## src/rtl/pipe_stage_skid.sv

```systemverilog
// Pipeline stage register with valid/ready handshake, a one-entry skid buffer,
// flush (bubble insert) and a saturating upstream stall counter.
module pipe_stage_skid #(
  parameter int                INST_W   = 32,
  parameter int                DATA_W   = 64,
  parameter int                CTRL_W   = 3,
  parameter logic [INST_W-1:0] NOP_INST = '0,
  parameter int                CNT_W    = 16
) (
  input  logic              clk,
  input  logic              rst,
  input  logic              flush,
  input  logic              in_valid,
  output logic              in_ready,
  input  logic [INST_W-1:0] in_inst,
  input  logic [DATA_W-1:0] in_data,
  input  logic [CTRL_W-1:0] in_ctrl,
  output logic              out_valid,
  input  logic              out_ready,
  output logic [INST_W-1:0] out_inst,
  output logic [DATA_W-1:0] out_data,
  output logic [CTRL_W-1:0] out_ctrl,
  output logic [CNT_W-1:0]  stall_cnt,
  output logic [1:0]        occupancy
);

  typedef enum logic [1:0] {
    EMPTY = 2'd0,
    ONE   = 2'd1,
    FULL  = 2'd2
  } state_t;

  state_t state, state_next;

  logic [INST_W-1:0] main_inst, skid_inst;
  logic [DATA_W-1:0] main_data, skid_data;
  logic [CTRL_W-1:0] main_ctrl, skid_ctrl;

  logic accept, emit, stall_hit;
  logic load_main_in, load_main_skid, load_skid;

  // Handshake: a transfer happens on a rising edge where valid and ready are
  // both 1; valid never waits on ready, and in_ready depends only on state.
  assign in_ready  = (state != FULL);
  assign out_valid = (state != EMPTY);
  assign accept    = in_valid & in_ready;
  assign emit      = out_valid & out_ready;

  // A flushed input is dropped rather than held back, so it is not a stall.
  assign stall_hit = in_valid & ~in_ready & ~flush;

  always_comb begin
    state_next     = state;
    load_main_in   = 1'b0;
    load_main_skid = 1'b0;
    load_skid      = 1'b0;
    case (state)
      EMPTY: begin
        if (accept) begin
          state_next   = ONE;
          load_main_in = 1'b1;
        end
      end
      ONE: begin
        if (accept && emit) begin
          load_main_in = 1'b1;
        end else if (accept) begin
          state_next = FULL;
          load_skid  = 1'b1;
        end else if (emit) begin
          state_next = EMPTY;
        end
      end
      FULL: begin
        if (emit) begin
          state_next     = ONE;
          load_main_skid = 1'b1;
        end
      end
      default: state_next = EMPTY;
    endcase
    if (flush) begin
      state_next     = EMPTY;
      load_main_in   = 1'b0;
      load_main_skid = 1'b0;
      load_skid      = 1'b0;
    end
  end

  always_ff @(posedge clk) begin
    if (rst) begin
      state     <= EMPTY;
      main_inst <= NOP_INST;
      main_data <= '0;
      main_ctrl <= '0;
      stall_cnt <= '0;
    end else begin
      state <= state_next;
      if (load_main_in) begin
        main_inst <= in_inst;
        main_data <= in_data;
        main_ctrl <= in_ctrl;
      end else if (load_main_skid) begin
        main_inst <= skid_inst;
        main_data <= skid_data;
        main_ctrl <= skid_ctrl;
      end
      if (stall_hit && (stall_cnt != {CNT_W{1'b1}})) begin
        stall_cnt <= stall_cnt + CNT_W'(1);
      end
    end
  end

  // Skid contents are only meaningful while in FULL, so they need no reset.
  always_ff @(posedge clk) begin
    if (load_skid) begin
      skid_inst <= in_inst;
      skid_data <= in_data;
      skid_ctrl <= in_ctrl;
    end
  end

  assign out_inst  = out_valid ? main_inst : NOP_INST;
  assign out_ctrl  = out_valid ? main_ctrl : '0;
  assign out_data  = main_data;
  assign occupancy = state;

endmodule
```

## config.mk

```make
export PLATFORM = sky130hd
export DESIGN_NAME = pipe_stage_skid
export DESIGN_NICKNAME = d
export VERILOG_FILES = /design/src/rtl/pipe_stage_skid.sv
export SDC_FILE = /design/constraint.sdc
export NUM_CORES = 1
export LEC_CHECK = 0
export BUFFER_PORTS_ARGS = -buffer_cell sky130_fd_sc_hd__buf_4
export CORE_MARGIN = 5
export CORE_UTILIZATION = 45
export CTS_CLUSTER_DIAMETER = 50
export DETAILED_ROUTE_END_ITERATION = 8
export PLACE_DENSITY = 0.77
export SLEW_MARGIN = 10
export SYNTH_ARGS = -nofsm -noshare
export SYNTH_HDL_FRONTEND = slang
export SYNTH_SLANG_ARGS = --single-unit
```

## constraint.sdc

```tcl
create_clock -name clk -period 8 [get_ports clk]
set_input_delay 1.6 -clock clk [delete_from_list [all_inputs] [get_ports clk]]
set_output_delay 1.6 -clock clk [all_outputs]
set_load 0.02 [all_outputs]
```

== Word level (Yosys, flattened, before mapping) ==
Index checks and enable logic that the tools add are counted.
Storage, ports and cells
  bits in registers: 216
  bits of input ports: 104
  output and inout bits: 119
  logic and storage cells: 54
Cells by class
  add/sub/neg operators: 1
  eq/ne operators: 8
  mux-type cells: 24
  bitwise logic cells: 6
  reductions and logical operators: 7
Operators with widths (count)
  2-to-1 mux 64 bit: 2
  2-to-1 mux 32 bit: 3
  adder 16 x 1 -> 16 bit, second input constant: 1
  != test 16 bit, second input constant: 1
  2-to-1 mux 2 bit: 5
  2-to-1 mux 1 bit: 9
  2-to-1 mux 3 bit: 3
  != test 2 bit, second input constant: 4
  one-hot mux 2 bit (3 select lines): 1
  AND 1 bit: 4
  AND reduction 4 bit: 1
  nonzero test 2 bit: 2
  != test 3 bit, second input constant: 1
  equality test 2 x 1 -> 1 bit, second input constant: 1
  equality test 2 bit, second input constant: 1
  logical AND 1 bit: 2
  zero test 2 bit: 1
  NOT 1 bit: 2
  one-hot mux 1 bit (2 select lines): 1
  OR reduction 2 bit: 1

== Longest topological paths before layout ==
Gate-level depths: netlist (run 1).
  depth after elaboration: 7
  gate-level depth with buffers: 7
  gate-level depth less buffers: 5

== Least setup slack after synthesis (run 1) ==
Ideal clock, no wire load.
  path kind: input-to-reg
  start: input port flush
  end: register skid_ctrl[0] (enable)
  setup time: 0.558 ns
  arrival time: 6.296 ns
  required time: 7.442 ns
  path slack: 1.146 ns
  stages on the path: 3
  buffers on the path: 1
  cell sequence: clkbuf_1 > or3b_1 > nor2_1
On the way
  word-level cells in the longest chain between the ends: 1
RTL lines
  from (decl): line 12  | input logic flush,
  2-to-1 mux 1 bit: line 82  | if (flush) begin
  net load_skid: line 40  | logic load_main_in, load_main_skid, load_skid;
  to (signal assigned): line 119  | skid_ctrl <= in_ctrl;
  to (decl): line 37  | logic [CTRL_W-1:0] main_ctrl, skid_ctrl;
The timed path passes the listed nets, and every way through them passes these cells.
A chain may end at the register's enable or synchronous reset.

== Worst setup path in the final report (run 1) ==
  start: input port flush
  end: register main_inst[3]
On the way
  word-level cells in the longest chain between the ends: 2
  elaborated cells on any way between the ends: 4
  those cells by class: mux (3); reduce/logical (1)
RTL lines
  2-to-1 mux 1 bit: line 82
  2-to-1 mux 32 bit / nonzero test 2 bit (equally long branches)
  to (signal assigned): line 100  | main_inst <= in_inst;
  to (signal assigned): line 104  | main_inst <= skid_inst;
  to (decl): line 35  | logic [INST_W-1:0] main_inst, skid_inst;
Several ways; a longest one is shown, not always the timed one.

==> impl_metrics.toml, run 1 <==
[final_layout]
fin_nets = 1011
fillers = 1448
multi_input_area_sq_um = 2655
regArea_sq_um = 5315
drive_gt1_share_pct = 30.13
fin_area_sq_um = 10860
fin_cells = 1155
syn_to_final_growth_pct = 32.44
diodes = 0

[clock_tree]
cts_resized = 0
postCtsSetupBuffers = 0
cts_sinks = 216
cts_made_buffers = 26
clockBufferDepth = 3
ctsHoldBuffers = 0
cts_max_level = 1
cts_tree = "yes"
clk-insertion-delay-late_ps = 510
worst_setup_hold_path_clk_slew_ps = 60
root_buffer = "clkbuf_16"

[critical_path]
setup.worst_path.class = "input pin to flip-flop"
rr_endpoint = "main_inst[3]$_SDFFE_PP0P_"
reg2reg_from = "occupancy[1]$_SDFFE_PP0P_"
worstPathArrival_ps = 4360
worst_setup_path_end_kind = "flip-flop"
r2r_slack_ps = 5190
crit_fanout = 101
start_kind = "input pin"
rr_worst_depth = 5
cp.required_ps = 8400

[sta]
final.setup.tns_ps = 0
period_needed_ps = 3964
fmax_mhz = 252.2
relSlewSlack_pct = 28.14
clock_skew_ps = 14.63
finalHoldViolations = 0
slew_viol_final = 0
rsz0062_at_grt = "no"
period_share_pct = 49.56
worstMarginPinSlew_ps = 1078
setup_viol = 0

[flow_run]
maxCapViolCount = 0

[synth]
synth_area_sq_um = 8197
yosysSeqAreaShare_pct = 64.85
synth.most_common_cell = "dfxtp_1"
ys_warn_count = 0
synth_cell_types = 45
syn-num-nets = 815
synth.largest_area_cell = "edfxtp_1"
synth_edf_count = 99
yosys_register_bits = 216
synth_top_cells_by_count = "dfxtp_1 (117), a21oi_1 (113), edfxtp_1 (99), o21ai_0 (98), a22oi_1 (94)"
syn_area_per_cell_sq_um = 11.54
synthFlopType = "dfxtp_1"
synth_area_leaders = "edfxtp_1 (36%), dfxtp_1 (29%), a22oi_1 (8.6%)"
synth_top_area_share_pct = 36.27
syn_inst = 710
synthArstFlopShare_pct = 0

[detailed_routing]
vias = 6595
vias_per_cell = 5.710
drtIter0Drc = 414
drtAntennaViolNets = 0
wirelength_um = 21930
wire_per_inst_um = 18.98
drc = 0
firstDrtPassIters = 5

[placed_design]
globalplace.congestion = 0.8002
io_buffers = 222
dpl_cell_area_sq_um = 9995
dp_hpwl_um = 13260
dp_cells = 1107

[floorplan]
die_area_sq_um = 21010
placementRows = 49
start_util_pct = 45.63
die_h_um = 145.0
coreArea_sq_um = 17960
num_io_pins = 223
fp.dieW_um = 145.0

[power]
ir_worst_vdd_mv = 0.1673
power.leakage_uw = 0.003954
p_per_area_nw_per_um2 = 235.5

[outcome]
status = "finished clean"

[grt]
grt_pass1_wl_um = 35310
antenna_found_initial = 1
grt_pass1_vias = 6629
gr-total-overflow = 0
grtUsageTotal_pct = 19.72
grt_max_degree = 102

[hold_path]
hold_depth = 2
worstHoldEndpoint = "main_inst[31]$_SDFFE_PP0P_"
hold_class = "flip-flop to flip-flop"
min_from = "main_inst[31]$_SDFFE_PP0P_"
[sequential cells by signal, indices dropped and copies added, names as in the netlist]
| name | flops |
|---|---|
| skid_inst | 32 |
| skid_data | 64 |
| stall_cnt | 16 |
| skid_ctrl | 3 |
| main_inst | 32 |
| occupancy | 2 |
| main_ctrl | 3 |
| out_data | 64 |
[layout make-up]
| class | count | share of cell area (%) |
|---|---|---|
| repair buffers | 230 | 15.91 |
| flip-flops and latches | 216 | 48.96 |
| clock buffers | 37 | 6.846 |
| clock inverters | 11 | 1.083 |
| inverters | 3 | 0.1037 |
| multi-input cells | 429 | 24.46 |
| well taps | 229 | 2.639 |
[critical path, cell delays in order]
cell and delay (ps):
buf_4 380, or3b_1 570, nor2_4 430, buf_4 780, mux2i_1 170, a311oi_1 330
[worst max path at each step]
stage	start	cells past startpoint	end
after detailed placement	flush	4	skid_data[50]$_DFFE_PP_
after global placement	flush	4	skid_data[47]$_DFFE_PP_
after floorplan	flush	3	skid_ctrl[0]$_DFFE_PP_
after CTS	flush	4	skid_data[46]$_DFFE_PP_
after global routing	flush	6	main_inst[3]$_SDFFE_PP0P_
final	flush	6	main_inst[3]$_SDFFE_PP0P_
[layer usage]
metal  up-vias  global-route usage (%)  part of all wire [%]
li1       3109                       -                     -
met1      3180                   26.08                    43
met2       270                   31.85                    47
met3        34                   5.925                   8.3
met4         2                   5.085                   1.9
met5         -                       0                 0.050
[stage by stage]
step	setup WS, ps	total power, uW	util (%)	hold slack, ps
CTS	4034	2587	60.43	469.8
finish	4036	2557	60.43	467.0
detailed placement	3497	1418	55.64	462.1
global route	3770	2649	60.43	485.6
global placement	3535	1414	55.64	455.7
floorplan	1146	1315	-	445.5
[placed cells by master, fill, tap and decap left out, types with 8 or more instances in the layout]
cell type	count
nor2b_1	39
a22oi_1	94
or4_1	8
a21oi_1	113
buf_4	230
o21ai_0	98
dfxtp_1	117
clkbuf_16	27
edfxtp_1	99
[power by group]
group | switching [uW] | internal, uW
registers | 14.3 | 1180
clock network | 448 | 714
logic | 113 | 83.0
[cell families (layout without fill, tap and decap cells)]
| group | after synthesis | count (layout) | synth area share (%) |
|---|---|---|---|
| muxes | 8 | 8 | 1.007 |
| and+or+nand+nor | 97 | 97 | 7.541 |
| AOI/OAI and AO/OA | 323 | 323 | 23.31 |
| DFF | 216 | 216 | 64.85 |
| adders and majority gates | 1 | 1 | 0.1526 |
| buffers and inverters | 65 | 281 | 3.144 |
No activity file was read; power rests on OpenSTA's default activity.
==> run 2, diff against run 1 <==
clock period = 3.9 ns   (was 8 ns; I/O delays follow)
==> run 2 against run 1 <==
Utilization increased by 0.34 points. Wire length about the same. Via count increased by 0.35%. Register-to-register slack got worse by 3500 ps. Clock-buffer cell count decreased by 2. Critical endpoint is now out_inst[13]. Largest power group unchanged.
==> impl_metrics.toml, run 2 (synthesis gave the netlist of run 1 again) <==
[floorplan]
placementRows = 49
die_h_um = 145.0
coreArea_sq_um = 17960
die_area_sq_um = 21010
fp.dieW_um = 145.0
start_util_pct = 45.63
num_io_pins = 223

[hold_path]
worstHoldEndpoint = "skid_inst[8]$_DFFE_PP_"
hold_class = "input pin to flip-flop"
hold_depth = 1
min_from = "in_inst[8]"

[critical_path]
reg2reg_from = "occupancy[1]$_SDFFE_PP0P_"
start_kind = "flip-flop"
setup.worst_path.class = "flip-flop to output port"
rr_endpoint = "stall_cnt[15]$_SDFFE_PP0P_"
rr_worst_depth = 4
worstPathArrival_ps = 2140
r2r_slack_ps = 1690
crit_fanout = 36
worst_setup_path_end_kind = "output port"
cp.required_ps = 3120

[detailed_routing]
wirelength_um = 21930
vias_per_cell = 5.725
drtIter0Drc = 423
drc = 0
drtAntennaViolNets = 0
firstDrtPassIters = 4
vias = 6618
wire_per_inst_um = 18.97

[final_layout]
fin_cells = 1156
diodes = 0
drive_gt1_share_pct = 30.85
mostFrequentLayoutCell = "buf_4"
fin_area_sq_um = 10920
syn_to_final_growth_pct = 33.19
final_cell_mix = "buf_4 (229), dfxtp_1 (117), a21oi_1 (113)"
fin_nets = 1013

[grt]
grt_max_degree = 80
grt_pass1_vias = 6570
antenna_found_initial = 0
gr-total-overflow = 0
grt_pass1_wl_um = 34730
grtUsageTotal_pct = 19.50

[power]
p_per_area_nw_per_um2 = 474.2
power_uw = 5177
ir_worst_vdd_mv = 0.3428
power.leakage_uw = 0.003972

[sta]
worstMarginPinSlew_ps = 918.8
final.setup.tns_ps = 0
period_share_pct = 74.90
clock_skew_ps = 20.42
setup_viol = 0
finalHoldViolations = 0
fmax_mhz = 342.3
period_needed_ps = 2921
whs_ps = 440.0
relSlewSlack_pct = 38.60
slew_viol_final = 0
rsz0062_at_grt = "no"

[flow_run]
maxCapViolCount = 0

[placed_design]
io_buffers = 222
dpl_cell_area_sq_um = 10070
dp_cells = 1110
globalplace.congestion = 0.7764
dp_hpwl_um = 13590

[clock_tree]
clk-insertion-delay-late_ps = 520
cts_tree = "yes"
postCtsSetupBuffers = 0
cts_made_buffers = 25
worst_setup_hold_path_clk_slew_ps = 60
clockBufferDepth = 3
cts_max_level = 1
root_buffer = "clkbuf_16"
cts_resized = 0
cts_sinks = 216
ctsHoldBuffers = 0

[outcome]
status = "finished clean"
==> run 2: cell types whose count changed in the layout (fill, tap and decap cells not counted), moves of 2 or more <==
cell / change
buf_12: +4
clkinv_4: +3
clkbuf_16: -2
clkinvlp_4: +2
clkbuf_8: +3
clkinv_1: -3
clkbuf_1: -3
==> run 2: cell type report <==
class | count | area (sq um)
Timing Repair Buffer | 233 | 1799
Clock buffer | 35 | 723.2
Tap cell | 229 | 286.5
Sequential cell | 216 | 5315
Multi-Input combinational cell | 429 | 2660
Inverter | 3 | 11.26
Clock inverter | 11 | 121.4
Fill cell | 1474 | 7047
==> run 2: worst max-delay path by stage <==
stage	end	depth (start not counted)	start	slack [ps]
after floorplan	skid_ctrl[0]$_DFFE_PP_	3	flush	620
after global placement	stall_cnt[15]$_SDFFE_PP0P_	5	flush	1130
after detailed placement	stall_cnt[15]$_SDFFE_PP0P_	5	flush	1140
after CTS	out_inst[13]	3	occupancy[1]$_SDFFE_PP0P_	910
after global routing	out_inst[13]	3	occupancy[1]$_SDFFE_PP0P_	820
final	out_inst[13]	3	occupancy[1]$_SDFFE_PP0P_	980
==> run 2: report_power, final <==
group / internal (uW) / leakage [uW] / switching (uW)
Combinational: 175 / 0.00172 / 233
Clock: 1380 / 0.000406 / 930
Sequential: 2430 / 0.00185 / 28.2
Total: 3980 / 0.00397 / 1190
==> run 2: worst max-delay path, cell delays in order (launching register included) <==
cell     delay [ps]
dfxtp_1         450
nor2_4          780
nor2b_1         170
buf_4           210
==> run 2: routing by layer <==
layer / up-vias / track usage, % / wire, um
li1: 3121 / - / -
met1: 3165 / 24.95 / 8880
met2: 283 / 31.11 / 10310
met3: 49 / 7.016 / 2062
met4: 0 / 6.073 / 673
met5: - / 0 / 0
==> run 2: stage by stage <==
step / util (%) / worst slack [ps]
after global placement: 56.07 / 1127
after floorplan: - / 624.1
after CTS: 60.77 / 908.2
after global routing: 60.77 / 824.2
after detailed placement: 56.07 / 1141
final: 60.77 / 978.8
==> run 3, diff against run 2 <==
PLACE_DENSITY = 0.8   (was 0.77)
clock period = 2.4 ns   (was 3.9 ns; I/O delays follow)
==> run 3 against run 2 <==
Clock-buffer cell count rose by 3. Setup slack got worse by 820 ps. Critical path depth grew 1. Register-to-register slack got worse by 1300 ps. Utilization grew 0.59 points. Via count is 1.7% higher. Combinational power is 65% higher. Total power increased by 64%. Non-clock buffer count increased by 6. Sequential share of layout area shrank 0.46 points. Die area stayed put. First-iteration DRC count fell by 24%. Critical endpoint is now out_inst[16]. Largest power group unchanged. Highest routed layer unchanged.
==> impl_metrics.toml, run 3 (synthesis gave the netlist of run 1 again) <==
[sta]
whs_ps = 153.6
worstMarginPinSlew_ps = 569.2
period_share_pct = 93.21
final.setup.tns_ps = 0
setup_viol = 0
slew_viol_final = 0
rsz0062_at_grt = "no"
finalHoldViolations = 0
fmax_mhz = 447.0
clock_skew_ps = 10.35
period_needed_ps = 2237
relSlewSlack_pct = 61.53
fin_ws_ps = 162.9

[grt]
grtUsageTotal_pct = 19.51
gr-total-overflow = 0
grt_pass1_vias = 6632
grt_pass1_wl_um = 35170
antenna_found_initial = 0
grt_max_degree = 66

[final_layout]
fin_nets = 1020
fin_area_sq_um = 11020
fillers = 1444
regArea_sq_um = 5315
mostFrequentLayoutCell = "buf_4"
syn_to_final_growth_pct = 34.47
drive_gt1_share_pct = 31.26
diodes = 0
fin_cells = 1163
multi_input_area_sq_um = 2658
final_cell_mix = "buf_4 (231), dfxtp_1 (117), a21oi_1 (113)"

[critical_path]
worst_setup_path_end_kind = "output port"
cp.required_ps = 1920
start_kind = "flip-flop"
setup.worst_path.class = "flip-flop to output port"
crit_fanout = 27
rr_worst_depth = 5
worstPathArrival_ps = 1760

[detailed_routing]
wirelength_um = 21900
vias_per_cell = 5.786
vias = 6729
drtIter0Drc = 323
drc = 0
drtAntennaViolNets = 0
wire_per_inst_um = 18.83
firstDrtPassIters = 5

[power]
ir_worst_vdd_mv = 0.5175
p_int_uw = 6577
power.leakage_uw = 0.004029
p_switching_uw = 1905
pwr-share-comb_pct = 8.0
p_per_area_nw_per_um2 = 769.6
p_clk_share_pct = 45.0
switching_share_pct = 22.46
seq_power_share_pct = 47.1

[clock_tree]
cts_resized = 0
root_buffer = "clkbuf_16"
ctsHoldBuffers = 0
worst_setup_hold_path_clk_slew_ps = 60
clk-insertion-delay-late_ps = 510
cts_max_level = 1
cts_made_buffers = 26
postCtsSetupBuffers = 0
clockBufferDepth = 3
cts_tree = "yes"
cts_sinks = 216

[flow_run]
maxCapViolCount = 0

[placed_design]
dp_hpwl_um = 13920
dpl_cell_area_sq_um = 10160
globalplace.congestion = 0.8387
dp_cells = 1116
pre_cts_ws_ps = 286.4
io_buffers = 222

[floorplan]
start_util_pct = 45.63
placementRows = 49
num_io_pins = 223
fp.dieW_um = 145.0
die_area_sq_um = 21010
coreArea_sq_um = 17960
die_h_um = 145.0

[outcome]
status = "finished clean"

[hold_path]
hold_class = "input pin to flip-flop"
hold_depth = 1
==> run 3: per-layer routing <==
metal  vias up  wire length (um)  share of wire, %  GRT usage [%]
met5         -                 0                 0              0
met4         0               374               1.7          4.473
met3        31              2171               9.9          6.143
met2       307             10540                48          31.55
met1      3255              8813                40          25.84
li1       3136                 -                 -              -
==> run 3: path summary, 6_finish.rpt <==
kind	end	slack (ps)	startpoint
max	out_inst[16]	160	occupancy[1]$_SDFFE_PP0P_
min	skid_data[19]$_DFFE_PP_	150	in_data[19]
max reg2reg	stall_cnt[14]$_SDFFE_PP0P_	410	occupancy[1]$_SDFFE_PP0P_
min reg2reg	main_inst[12]$_SDFFE_PP0P_	470	main_inst[12]$_SDFFE_PP0P_
==> run 3: stage by stage <==
stage	power (uW)	utilization, %
after CTS	8574	61.36
final	8482	61.36
after floorplan	4386	-
after detailed placement	4747	56.59
after global routing	8811	61.36
after global placement	4729	56.59
==> run 3: power by group through the flow <==
stage / Combinational [uW] / Sequential, uW / Clock, uW
after floorplan: 260 / 4130 / 0
after global placement: 662 / 4070 / 0
after detailed placement: 677 / 4070 / 0
after CTS: 679 / 3990 / 3900
after global routing: 732 / 4000 / 4080
final: 675 / 3990 / 3810
==> run 3: worst max-delay path, cell delays in order (launching register included) <==
cell,delay (ps)
dfxtp_1,570
nor2_2,90
buf_4,240
nor2b_1,180
buf_4,170
==> run 3: layout make-up <==
type	instances	share of cell area [%]
Sequential cell	216	48.22
Clock inverter	9	0.8173
Clock buffer	38	6.959
Tap cell	229	2.600
Inverter	3	0.1022
Timing Repair Buffer	239	17.19
Multi-Input combinational cell	429	24.11
